$ cat src/rtl/sweep_acq_controller.sv
// Sweep-acquisition sequencer: steps a 10-bit DAC code, reloads SC parameters and runs a fixed-length acquisition per point.
// Data words are forwarded one cycle after ParallelData_en, with no back-pressure; the header comes from the state, with no extra latency.
module sweep_acq_controller #(
    parameter int SETTLE_CYCLES = 1000,
    parameter int RESET_CYCLES  = 4
) (
    input  logic        Clk,
    input  logic        reset_n,
    input  logic        SweepStartStop,
    input  logic [9:0]  StartDac,
    input  logic [9:0]  EndDac,
    input  logic [9:0]  DacStep,
    input  logic [15:0] MaxPackageNumber,
    output logic [9:0]  SweepAcq10BitDac,
    output logic        SweepAcqMicrorocSCParameterLoad,
    input  logic        SCParameterDone,
    output logic        SweepAcqMicrorocAcqStartStop,
    output logic        SweepAcqForceMicrorocAcqReset,
    input  logic [15:0] ParallelData,
    input  logic        ParallelData_en,
    output logic [15:0] SweepAcqData,
    output logic        SweepAcqData_en,
    output logic        SweepAcqDone
);

    typedef enum logic [3:0] {
        S_IDLE,
        S_LOAD_SC,
        S_WAIT_SC,
        S_SETTLE,
        S_HEADER,
        S_ACQ,
        S_RESET,
        S_NEXT,
        S_DONE,
        S_ABORT
    } state_t;

    localparam logic [15:0] SETTLE_LAST = 16'(SETTLE_CYCLES - 1);
    localparam logic [15:0] RESET_LAST  = 16'(RESET_CYCLES - 1);

    state_t      r_state;
    state_t      w_state_nxt;
    logic        r_ss;
    logic        r_ss_d;
    logic [9:0]  r_dac;
    logic [9:0]  r_end;
    logic [9:0]  r_step;
    logic [15:0] r_max;
    logic [15:0] r_tmr;
    logic [15:0] r_words;
    logic [15:0] r_data;
    logic        r_data_en;

    logic        w_start;
    logic        w_busy;
    logic        w_abort;
    logic [9:0]  w_step_eff;
    logic [10:0] w_next_dac;
    logic        w_word_hit;
    logic        w_last_word;

    assign w_start     = r_ss & ~r_ss_d;
    assign w_busy      = (r_state != S_IDLE) && (r_state != S_DONE) && (r_state != S_ABORT);
    assign w_abort     = w_busy & ~r_ss;
    assign w_step_eff  = (r_step == 10'd0) ? 10'd1 : r_step;
    assign w_next_dac  = {1'b0, r_dac} + {1'b0, w_step_eff};
    assign w_word_hit  = (r_state == S_ACQ) && ParallelData_en;
    assign w_last_word = w_word_hit && ((r_words + 16'd1) == r_max);

    always_ff @(posedge Clk) begin
        if (!reset_n) begin
            r_state <= S_IDLE;
        end else begin
            r_state <= w_state_nxt;
        end
    end

    always_comb begin
        w_state_nxt                     = r_state;
        SweepAcq10BitDac                = r_dac;
        SweepAcqMicrorocSCParameterLoad = 1'b0;
        SweepAcqMicrorocAcqStartStop    = 1'b0;
        SweepAcqForceMicrorocAcqReset   = 1'b0;
        SweepAcqDone                    = 1'b0;
        SweepAcqData                    = r_data;
        SweepAcqData_en                 = r_data_en;
        case (r_state)
            S_IDLE: begin
                if (w_start) w_state_nxt = S_LOAD_SC;
            end
            S_LOAD_SC: begin
                SweepAcqMicrorocSCParameterLoad = 1'b1;
                w_state_nxt                     = S_WAIT_SC;
            end
            S_WAIT_SC: begin
                if (SCParameterDone) w_state_nxt = S_SETTLE;
            end
            S_SETTLE: begin
                if (r_tmr == SETTLE_LAST) w_state_nxt = S_HEADER;
            end
            S_HEADER: begin
                SweepAcqData    = {6'b111100, r_dac};
                SweepAcqData_en = 1'b1;
                w_state_nxt     = (r_max == 16'd0) ? S_RESET : S_ACQ;
            end
            S_ACQ: begin
                SweepAcqMicrorocAcqStartStop = 1'b1;
                if (w_last_word) w_state_nxt = S_RESET;
            end
            S_RESET: begin
                SweepAcqForceMicrorocAcqReset = 1'b1;
                if (r_tmr == RESET_LAST) w_state_nxt = S_NEXT;
            end
            S_NEXT: begin
                // Bit 10 catches a step that carries past 1023 instead of wrapping to a low code
                if (w_next_dac[10] || (w_next_dac[9:0] > r_end)) begin
                    w_state_nxt = S_DONE;
                end else begin
                    w_state_nxt = S_LOAD_SC;
                end
            end
            S_DONE: begin
                SweepAcqDone = 1'b1;
                if (!r_ss) w_state_nxt = S_IDLE;
            end
            S_ABORT: begin
                SweepAcqForceMicrorocAcqReset = 1'b1;
                if (r_tmr == RESET_LAST) w_state_nxt = S_IDLE;
            end
            default: w_state_nxt = S_IDLE;
        endcase
        if (w_abort) w_state_nxt = S_ABORT;
    end

    always_ff @(posedge Clk) begin
        if (!reset_n) begin
            // Sync history starts high so a level already held through reset is not seen as a new start
            r_ss      <= 1'b1;
            r_ss_d    <= 1'b1;
            r_dac     <= '0;
            r_end     <= '0;
            r_step    <= '0;
            r_max     <= '0;
            r_tmr     <= '0;
            r_words   <= '0;
            r_data    <= '0;
            r_data_en <= 1'b0;
        end else begin
            r_ss      <= SweepStartStop;
            r_ss_d    <= r_ss;
            r_tmr     <= (w_state_nxt != r_state) ? 16'd0 : r_tmr + 16'd1;
            r_data_en <= w_word_hit;
            r_data    <= w_word_hit ? ParallelData : 16'd0;
            if (r_state == S_HEADER) begin
                r_words <= '0;
            end else if (w_word_hit) begin
                r_words <= r_words + 16'd1;
            end
            if ((r_state == S_IDLE) && w_start) begin
                r_dac  <= StartDac;
                r_end  <= EndDac;
                r_step <= DacStep;
                r_max  <= MaxPackageNumber;
            end else if ((r_state == S_NEXT) && (w_state_nxt == S_LOAD_SC)) begin
                r_dac <= w_next_dac[9:0];
            end else if (w_state_nxt == S_IDLE) begin
                r_dac <= '0;
            end
        end
    end

endmodule

$ cat config.mk
export PLATFORM = sky130hd
export DESIGN_NAME = sweep_acq_controller
export DESIGN_NICKNAME = d
export VERILOG_FILES = /design/src/rtl/sweep_acq_controller.sv
export SDC_FILE = /design/constraint.sdc
export NUM_CORES = 1
export LEC_CHECK = 0
export CAP_MARGIN = 20
export CORE_ASPECT_RATIO = 1.5
export CORE_MARGIN = 10
export CORE_UTILIZATION = 55
export DETAILED_ROUTE_END_ITERATION = 7
export GPL_ROUTABILITY_DRIVEN = 0
export PLACE_DENSITY = 0.94
export SYNTH_ARGS = -nofsm -noshare
export SYNTH_HDL_FRONTEND = slang
export SYNTH_SLANG_ARGS = --single-unit
$ cat constraint.sdc
create_clock -name Clk -period 11.66 [get_ports Clk]
set_clock_uncertainty 0.15 [all_clocks]
set_input_delay 2.915 -clock Clk [delete_from_list [all_inputs] [get_ports Clk]]
set_output_delay 2.915 -clock Clk [all_outputs]
set_load 0.005 [all_outputs]
==> key figures <==
Yosys
  • Post-synthesis sequential area ratio: 0.3625
  • Asr flop ratio synth: 0
  • Biggest area consumer among synthesized cells: dfxtp_1
  • Ranking of synthesized cells by area: dfxtp_1 36%, nand2_1 6.7%, xnor2_1 5.5%
  • Yosys warns: 0
  • Number of synthesized flops with an enable pin: 0
  • Distinct cell type count after synthesis: 74
  • Syn Inst Count: 660
  • Mapped Area: between 5000 and 6000 µm²
  • Yosys reg bits: 101
  • Syn_area_per_cell: 8.451 µm²
  • Top-area cell type share of the netlist area: 0.3625
  • Post-synth net total: 750
  • Main synth FF type: dfxtp_1

Power and ir drop
  • LEAKAGE: between 2 and 3 nW
  • PwrDens: approximately 120 nW/µm²
  • Combinational power share: 0.127
  • Peak supply drop: slightly above 0.09 mV
  • Switch share: 0.2457
  • Internal: approximately 0.6 mW
  • Switching power: roughly 0.2 mW
  • Sequential power share: 0.445
  • Clock Power Share: 0.428

Drt
  • Number of remaining DRC errors: 0
  • Via count: around 5200
  • WL/cell: around 18 µm
  • WL final: ~15000 µm
  • Initial DRT Pass Iterations: 6
  • Iteration-0 DRC Markers: ~370
  • DRT antenna net count: 0
  • Routed vias/inst: 6.056

Timing
  • Worst setup margin: approximately 6200 ps
  • Fin crit share: 0.4711
  • Min cycle time layout: 5493 ps
  • Slew @ Worst Pin: 973.4 ps
  • Relative slew slack: 0.3511
  • Final hold slack: 308.5 ps
  • Final hold vios: 0
  • RSZ-0062 raised after global routing: false
  • Final max-slew violation count: 0
  • Fmax: 182.1 MHz
  • Setup TNS: 0 ps
  • Final setup vio count: 0

Layout
  • Multi-input gate area: ~3300 µm²
  • Register area: between 2000 and 2500 µm²
  • Layout Utilization: 0.6855
  • # nets final: a little over 800
  • Share of cells above drive strength 1: 0.08856
  • Fill cells: between 700 and 800
  • Area growth, synth to finish: 23.17%
  • Final Non-Filler Cells: between 800 and 900
  • Diodes inserted: 0

CTS
  • CTS Hold Bufs: 0
  • Reg clk slew, reported paths: about 70 ps
  • CTS tree: done
  • Clk Latency, worst-skew pair: 350 ps
  • Clock sink count: 101
  • Cts repair resizes: 0
  • H-tree levels: 3
  • Clock Root Buffer: clkbuf_16
  • Post CTS Setup Buffer Count: 0
  • Clock Path Buffers: 2
  • Num CTS Buffers: 9

Critical path
  • Crit-path max FO: 18
  • Worst setup path category: flip-flop to primary output
  • WP data arrival: around 2400 ps
  • Startpoint Class: flip-flop
  • Setup crit end kind: primary output
  • CP Data Required Time: between 8000 and 9000 ps

Floorplanning
  • Die area: around 15000 µm²
  • Die Y: 143.3 µm
  • Starting density of the core: 0.5566
  • Row count: between 40 and 50
  • IO Pins: roughly 100
  • Die W: 102.2 µm
  • Core ar.: 10020 µm²

Global route
  • First-pass GRT wire length: 25150 µm
  • Largest net degree at the start of global routing: 44
  • Vias in the first global route: between 5000 and 6000
  • Grt ovf: 0
  • GRT Util Overall: 0.2127
  • Initial antenna violation count: 0

Place
  • Port bufs: 97
  • Placed insts: 835
  • Pre-CTS WS: between 6000 and 7000 ps
  • Post-DP HPWL: 11270 µm

Status
  • Outcome: finished clean

Hold path
  • Hold Crit Class: flip-flop to flip-flop

Job
  • Max_cap viols: 0
layout make-up:
cell class / count / share of cell area
Tap cell: 117 / 0.02131
Clock buffer: 10 / 0.03333
Inverter: 21 / 0.01147
Sequential cell: 101 / 0.2943
Timing Repair Buffer: 100 / 0.1446
Multi-Input combinational cell: 496 / 0.4781
Clock inverter: 6 / 0.01694
Yosys cell counts (4+ instances only):
| master | n |
|---|---|
| dfxtp_1 | 101 |
| nand2_1 | 100 |
| a21oi_1 | 53 |
| xnor2_1 | 35 |
| nor2_1 | 32 |
| clkbuf_1 | 30 |
| nand3_1 | 24 |
| ha_1 | 22 |
| and2_1 | 20 |
| inv_1 | 20 |
| xor2_1 | 19 |
| nor4_1 | 14 |
| mux2_2 | 11 |
| nand4_1 | 11 |
| nand2b_1 | 10 |
| nor3_1 | 10 |
| nor4_2 | 9 |
| o21ai_0 | 9 |
| a211oi_1 | 8 |
| o21a_1 | 7 |
| o22ai_1 | 7 |
| or2_2 | 7 |
| a22oi_1 | 6 |
| and3_1 | 6 |
| mux2i_1 | 6 |
| o211ai_1 | 6 |
| nor2b_1 | 5 |
| or3_1 | 5 |
| buf_2 | 4 |
| nand3b_1 | 4 |
| or4_4 | 4 |
placed cells by master, fill, tap and decap left out, types with 11 or more instances in the layout:
cell	instances
a21oi_1	53
and2_1	20
clkdlybuf4s50_1	97
dfxtp_1	101
ha_1	22
inv_1	20
mux2_2	11
nand2_1	100
nand3_1	24
nand4_1	11
nor2_1	31
nor4_1	14
xnor2_1	35
xor2_1	19
through the flow:
stage	area, µm²	total power [mW]
2_1_floorplan	5578	0.4319
3_3_place_gp	6525	0.4665
3_5_place_dp	6525	0.4702
4_1_cts	6870	0.8126
5_1_grt	6870	0.8387
6_report	6870	0.8128
per-layer routing:
metal,global-route usage,up-vias,wire (µm)
li1,-,2462,-
met1,0.2221,2411,5607
met2,0.3828,222,8141
met3,0.04853,59,1096
met4,0.1110,0,638
met5,0,-,0
power by group through the flow:
stage	clock network, mW	registers (mW)	logic, mW
floorplan	0	0.366	0.0663
global placement	0	0.369	0.0976
detailed placement	0	0.369	0.101
CTS	0.349	0.362	0.102
global route	0.363	0.363	0.113
finish	0.348	0.362	0.103
state kept, by name, indices dropped and copies added (netlist names):
name and flops:
r_data 16, r_max 16, r_tmr 16, r_words 16, SweepAcq10BitDac 10, r_end 10
r_step 10, r_state 4, r_data_en 1, r_ss 1, r_ss_d 1
critical path, stage by stage, from the launching register on:
cell             delay, ps
dfxtp_1                480
nand2b_1               270
nor3_2                 170
buf_4                  310
mux2_2                 360
clkdlybuf4s50_1        470
path summary, 6_finish.rpt:
| kind | startpoint | to | slack [ps] | cells after the start |
|---|---|---|---|---|
| worst max-delay path | r_state[3]$_SDFF_PN0_ | SweepAcqData[8] | 6170 | 5 |
| worst max register to register | r_step[5]$_SDFFE_PN0P_ | r_tmr[8]$_SDFF_PP0_ | 6730 | 16 |
| worst min-delay path | r_end[1]$_SDFFE_PN0P_ | r_end[1]$_SDFFE_PN0P_ | 310 | 2 |
| worst min register to register | r_end[1]$_SDFFE_PN0P_ | r_end[1]$_SDFFE_PN0P_ | 310 | 2 |
cell families after synthesis:
family                   Yosys count  share of synthesized area
buffers and inverters             63                    0.05002
AO/OA/AOI/OAI                    124                     0.1465
XOR/XNOR                          54                    0.08479
multiplexers                      17                    0.03298
AND/OR/NAND/NOR                  278                     0.2703
adder cells (fa/ha/maj)           23                    0.05294
flip-flops                       101                     0.3625
(Power assumes the default switching activity.)
